**src/rtl/pri_icache_maint_fsm.sv**
```systemverilog
// pri_icache_maint_fsm: L1 icache maintenance engine
// invalidate walks, selective line flush, bypass switching
module pri_icache_maint_fsm #(
  parameter int NB_WAYS     = 4,
  parameter int NB_SETS     = 32,
  parameter int LINE_OFFSET = 4,
  localparam int IDX_W      = $clog2(NB_SETS),
  localparam int TAG_W      = 32 - LINE_OFFSET - IDX_W,
  localparam int ENT_W      = TAG_W + 1
) (
  input  logic                     clk_i,
  input  logic                     rst_ni,
  input  logic                     bypass_req_i,
  output logic                     bypass_ack_o,
  input  logic                     flush_req_i,
  output logic                     flush_ack_o,
  input  logic                     sel_flush_req_i,
  input  logic [31:0]              sel_flush_addr_i,
  output logic                     sel_flush_ack_o,
  input  logic                     fetch_idle_i,
  output logic                     stall_fetch_o,
  output logic                     bypass_en_o,
  output logic                     busy_o,
  output logic                     tag_req_o,
  output logic                     tag_we_o,
  output logic [IDX_W-1:0]         tag_addr_o,
  output logic [NB_WAYS-1:0]       tag_way_we_o,
  output logic [ENT_W-1:0]         tag_wdata_o,
  input  logic [NB_WAYS*ENT_W-1:0] tag_rdata_i
);

  typedef enum logic [2:0] {
    S_INIT,
    S_IDLE,
    S_WAIT_IDLE,
    S_WALK,
    S_SEL_READ,
    S_SEL_CMP,
    S_SEL_WRITE,
    S_ACK
  } state_e;

  typedef enum logic [1:0] {
    OP_FLUSH,
    OP_SEL,
    OP_BYP_ON,
    OP_BYP_OFF
  } op_e;

  localparam logic [IDX_W-1:0] LAST = IDX_W'(NB_SETS - 1);

  state_e               r_state;
  op_e                  r_op;
  logic [IDX_W-1:0]     r_cnt;
  logic [IDX_W-1:0]     r_idx;
  logic [TAG_W-1:0]     r_tag;
  logic                 r_stall;
  logic                 r_busy;
  logic                 r_byp;
  logic                 r_fack;
  logic                 r_sack;
  logic                 r_tag_req;
  logic                 r_tag_we;
  logic [IDX_W-1:0]     r_tag_addr;
  logic [NB_WAYS-1:0]   r_way_we;

  logic [NB_WAYS-1:0]   w_hit;
  logic                 w_walk_done;
  logic                 w_unused;

  assign w_walk_done = r_tag_req && (r_tag_addr == LAST);
  assign w_unused    = ^sel_flush_addr_i[LINE_OFFSET-1:0];

  // per-way hit: valid entry whose stored tag matches the captured tag
  always_comb begin
    w_hit = '0;
    for (int w = 0; w < NB_WAYS; w++) begin
      w_hit[w] = tag_rdata_i[w*ENT_W+TAG_W] &&
                 (tag_rdata_i[w*ENT_W +: TAG_W] == r_tag);
    end
  end

  // control FSM; every output is a register updated here
  always_ff @(posedge clk_i or negedge rst_ni) begin
    if (!rst_ni) begin
      r_state    <= S_INIT;
      r_op       <= OP_FLUSH;
      r_cnt      <= '0;
      r_idx      <= '0;
      r_tag      <= '0;
      r_stall    <= 1'b1;
      r_busy     <= 1'b1;
      r_byp      <= 1'b0;
      r_fack     <= 1'b0;
      r_sack     <= 1'b0;
      r_tag_req  <= 1'b0;
      r_tag_we   <= 1'b0;
      r_tag_addr <= '0;
      r_way_we   <= '0;
    end else begin
      r_fack    <= 1'b0;
      r_sack    <= 1'b0;
      r_tag_req <= 1'b0;
      r_tag_we  <= 1'b0;
      r_way_we  <= '0;
      unique case (r_state)
        S_INIT: begin
          if (w_walk_done) begin
            r_state <= S_IDLE;
            r_stall <= 1'b0;
            r_busy  <= 1'b0;
          end else begin
            r_tag_req  <= 1'b1;
            r_tag_we   <= 1'b1;
            r_way_we   <= '1;
            r_tag_addr <= r_cnt;
            r_cnt      <= r_cnt + 1'b1;
          end
        end
        S_IDLE: begin
          if (flush_req_i) begin
            r_op    <= OP_FLUSH;
            r_stall <= 1'b1;
            r_busy  <= 1'b1;
            if (r_byp) begin
              r_state <= S_ACK;
              r_fack  <= 1'b1;
            end else begin
              r_state <= S_WAIT_IDLE;
            end
          end else if (sel_flush_req_i) begin
            r_op    <= OP_SEL;
            r_idx   <= sel_flush_addr_i[LINE_OFFSET +: IDX_W];
            r_tag   <= sel_flush_addr_i[31 -: TAG_W];
            r_stall <= 1'b1;
            r_busy  <= 1'b1;
            if (r_byp) begin
              r_state <= S_ACK;
              r_sack  <= 1'b1;
            end else begin
              r_state <= S_WAIT_IDLE;
            end
          end else if (bypass_req_i != r_byp) begin
            r_op    <= bypass_req_i ? OP_BYP_ON : OP_BYP_OFF;
            r_state <= S_WAIT_IDLE;
            r_stall <= 1'b1;
            r_busy  <= 1'b1;
          end
        end
        S_WAIT_IDLE: begin
          if (fetch_idle_i) begin
            unique case (r_op)
              OP_FLUSH, OP_BYP_ON: begin
                r_state    <= S_WALK;
                r_tag_req  <= 1'b1;
                r_tag_we   <= 1'b1;
                r_way_we   <= '1;
                r_tag_addr <= r_cnt;
                r_cnt      <= r_cnt + 1'b1;
              end
              OP_BYP_OFF: begin
                r_state <= S_IDLE;
                r_byp   <= 1'b0;
                r_stall <= 1'b0;
                r_busy  <= 1'b0;
              end
              OP_SEL: begin
                r_state    <= S_SEL_READ;
                r_tag_req  <= 1'b1;
                r_tag_addr <= r_idx;
              end
              default: r_state <= S_IDLE;
            endcase
          end
        end
        S_WALK: begin
          if (w_walk_done) begin
            if (r_op == OP_FLUSH) begin
              r_state <= S_ACK;
              r_fack  <= 1'b1;
            end else begin
              r_state <= S_IDLE;
              r_byp   <= 1'b1;
              r_stall <= 1'b0;
              r_busy  <= 1'b0;
            end
          end else begin
            r_tag_req  <= 1'b1;
            r_tag_we   <= 1'b1;
            r_way_we   <= '1;
            r_tag_addr <= r_cnt;
            r_cnt      <= r_cnt + 1'b1;
          end
        end
        S_SEL_READ: begin
          r_state <= S_SEL_CMP;
        end
        S_SEL_CMP: begin
          if (|w_hit) begin
            r_state    <= S_SEL_WRITE;
            r_tag_req  <= 1'b1;
            r_tag_we   <= 1'b1;
            r_way_we   <= w_hit;
            r_tag_addr <= r_idx;
          end else begin
            r_state <= S_ACK;
            r_sack  <= 1'b1;
          end
        end
        S_SEL_WRITE: begin
          r_state <= S_ACK;
          r_sack  <= 1'b1;
        end
        S_ACK: begin
          r_state <= S_IDLE;
          r_stall <= 1'b0;
          r_busy  <= 1'b0;
        end
        default: begin
          r_state <= S_INIT;
          r_stall <= 1'b1;
          r_busy  <= 1'b1;
        end
      endcase
    end
  end

  assign bypass_ack_o    = r_byp;
  assign bypass_en_o     = r_byp;
  assign flush_ack_o     = r_fack;
  assign sel_flush_ack_o = r_sack;
  assign stall_fetch_o   = r_stall;
  assign busy_o          = r_busy;
  assign tag_req_o       = r_tag_req;
  assign tag_we_o        = r_tag_we;
  assign tag_addr_o      = r_tag_addr;
  assign tag_way_we_o    = r_way_we;
  assign tag_wdata_o     = '0;

endmodule

```
**config.mk**
```make
export PLATFORM = sky130hd
export DESIGN_NAME = pri_icache_maint_fsm
export DESIGN_NICKNAME = d
export VERILOG_FILES = /design/src/rtl/pri_icache_maint_fsm.sv
export SDC_FILE = /design/constraint.sdc
export NUM_CORES = 1
export LEC_CHECK = 0
export ABC_AREA = 1
export CAP_MARGIN = 20
export CORE_AREA = 2 2 83 116
export DETAILED_ROUTE_END_ITERATION = 10
export DIE_AREA = 0 0 85 118
export PLACE_DENSITY = 0.95
export SETUP_SLACK_MARGIN = 0.3
export SYNTH_ARGS = -nofsm -noshare
export SYNTH_HDL_FRONTEND = slang
export SYNTH_SLANG_ARGS = --single-unit
```
**constraint.sdc**
```tcl
create_clock -name clk_i -period 3.8 [get_ports clk_i]
set_input_delay 0.57 -clock clk_i [delete_from_list [all_inputs] [get_ports clk_i]]
set_output_delay 0.57 -clock clk_i [all_outputs]
set_load 0.01 [all_outputs]
```
==> out/metrics.csv <==
stage;metric;value;unit
clocking;cts_buffer_depth;2;
die;core;0.00898;mm2
yosys;synth-warning-count;0;
run;maxCapViolations;0;
detailed_routing;drc;0;
pwr;power_density;598;mW/mm2
layout;diodes;0;
layout;layout.cells.non_filler;941;
global_route;antenna_found_initial;0;
global_route;grt_pass1_wl;18900;um
critical_path;crit_required;3980;ps
yosys;synth.distinct_cells;33;
placed_design;portBuffers;146;
layout;area_growth;39.2;%
timing;max_freq;453;MHz
timing;finalMaxSlewViolations;0;
yosys;syn-instance-count;688;
placed_design;gp_congestion;0.907;
clocking;cts_setup_buffers;0;
global_route;grt_pass1_vias;4305;
timing;setup_viol;0;
yosys;syn_avg_cell_area;5.99;um2
critical_path;path_class;input pin to flip-flop;
die;die_h;118;um
clocking;clock_insertion_delay_worst_skew;290;ps
yosys;synth_area;0.00412;mm2
layout;fin_util;0.638;
yosys;ys_seq_area_frac;0.322;
clocking;clkTransAtPathRegs;70;ps
timing;hold_viol_final;0;
die;start_util;0.459;
detailed_routing;ant_nets;0;
layout;nNetsFinal;968;
global_route;grt_max_degree;56;
layout;layout_common_cells;nand2_1, clkdlybuf4s50_1, inv_1, nor2_1, dfrtp_1;
timing;rsz0062_at_grt;no;
yosys;async_flop_share;1.00;
detailed_routing;routedWlPerCell;12.6;um
critical_path;cp-end-kind;flip-flop;
outcome;status;finished, final reports clean;
detailed_routing;drtIter0Drc;182;
placed_design;dp_cells;933;
detailed_routing;drt_wl_total;11800;um
clocking;hold_buffers;0;
layout;drive_above_1_share;0.0396;
timing;fin_crit;2210;ps
detailed_routing;drt_first_pass_iters;4;
yosys;ys_seq_elements;53;
die;dieArea;0.0100;mm2
timing;worst_slew_pin_slew;1050;ps
pwr;leakagePower;3.08;nW
clocking;cts_sinks;53;
clocking;root_buffer;clkbuf_16;
die;row_count;41;
layout;num-fill-cells;793;
timing;maxSlewHeadroom;0.298;
critical_path;worstPathMaxFanout;55;
detailed_routing;viasPerCell;4.72;
timing;finClkSkew;3.33;ps
timing;fin_crit_sh;0.581;
pwr;vdd_drop_max;0.000454;V
worst_hold_path;hold_class;input pin to asynchronous set/reset pin;
clocking;htree_levels;2;
global_route;grt_remaining_overflow;0;
die;boundaryPins;175;
yosys;synth_enable_flop_cells;0;
yosys;ys.flop_type;dfrtp_1;
global_route;grt_usage;0.236;
critical_path;arrival;2380;ps
layout;final_common_cell;nand2_1;
timing;fin_tns_setup;0;ps
critical_path;cp-start-kind;input pin;
detailed_routing;via_count;4445;
die;die_x;85;um
clocking;post_cts_resized;0;
clocking;cts_buffers;5;
clocking;cts_tree;built;
placed_design;dp_hpwl;9560;um
==> per-stage QoR <==
step	hold WS, ps	worst slack, ps	power [mW]	instance area [um2]
floorplan	274	2210	2.34	4210
global placement	464	1310	2.91	5580
detailed placement	466	1290	2.97	5580
CTS	355	1600	3.45	5730
global route	383	1430	3.76	5730
finish	334	1590	3.43	5730
==> cell type report <==
cell class,count,area (um2),share of cell area
well taps,107,134,0.0234
multi-input cells,517,2250,0.392
clock inverters,3,26.3,0.00458
clock buffers,5,125,0.0218
flip-flops and latches,53,1330,0.232
repair buffers,147,1460,0.255
inverters,109,409,0.0714
==> final timing paths <==
check	from	to	slack, ps	cells past startpoint
worst max register to register	r_state[2]	r_tag[20]	1590	5
worst min-delay path	rst_ni	r_tag[6]	330	1
max in group asynchronous	rst_ni	r_tag[16]	2690	2
min in group clk_i	r_cnt[4]	r_cnt[4]	480	1
worst max-delay path	flush_req_i	r_tag[20]	1590	4
worst min register to register	r_cnt[4]	r_cnt[4]	480	1
==> power breakdown <==
group          total [mW]  internal [mW]  switching [mW]
logic                1.87          0.782            1.09
clock network       0.463          0.249           0.214
registers            1.10          0.840           0.257
==> synthesized netlist by cell type (2+ instances only) <==
library cell | number | share of area
nand2_1 | 267 | 0.24
inv_1 | 103 | 0.094
nor2_1 | 102 | 0.093
dfrtp_1 | 52 | 0.32
a21oi_1 | 34 | 0.041
o21ai_0 | 32 | 0.039
buf_4 | 26 | 0.047
nand3_1 | 20 | 0.024
xor2_1 | 8 | 0.017
buf_2 | 6 | 0.0073
inv_2 | 6 | 0.0055
xnor2_1 | 5 | 0.011
nor2_2 | 3 | 0.0046
nor3_1 | 3 | 0.0036
nand2_2 | 2 | 0.0030
nand2_4 | 2 | 0.0055
==> state kept, by name, indices dropped and copies added, names as in the netlist <==
name / count
bypass_ack_o: 1
tag_way_we_o: 4
tag_we_o: 1
tag_req_o: 1
r_state: 3
r_idx: 5
r_op: 2
r_tag: 23
flush_ack_o: 1
sel_flush_ack_o: 1
tag_addr_o: 5
r_cnt: 5
busy_o: 1
==> worst max-delay path, stage by stage <==
cell,delay [ps]
clkdlybuf4s50_1,530
nor2_1,90
nand2_2,750
mux2_2,420
==> per-layer routing <==
layer	track usage	up-vias	part of all wire
met5	0	-	0
met4	0.122	0	0.045
met1	0.251	1953	0.37
met3	0.0344	36	0.051
li1	-	2310	-
met2	0.437	146	0.53
==> cells by family after synthesis <==
logic type,after synthesis,share of synthesized area
simple gates,404,0.389
buf+inv,141,0.154
compound gates,74,0.101
flops,53,0.322
xor+xnor,13,0.0276
fa+ha+maj,1,0.00304
other cells,1,0.000910
mux,1,0.00273
(Power assumes the default switching activity.)
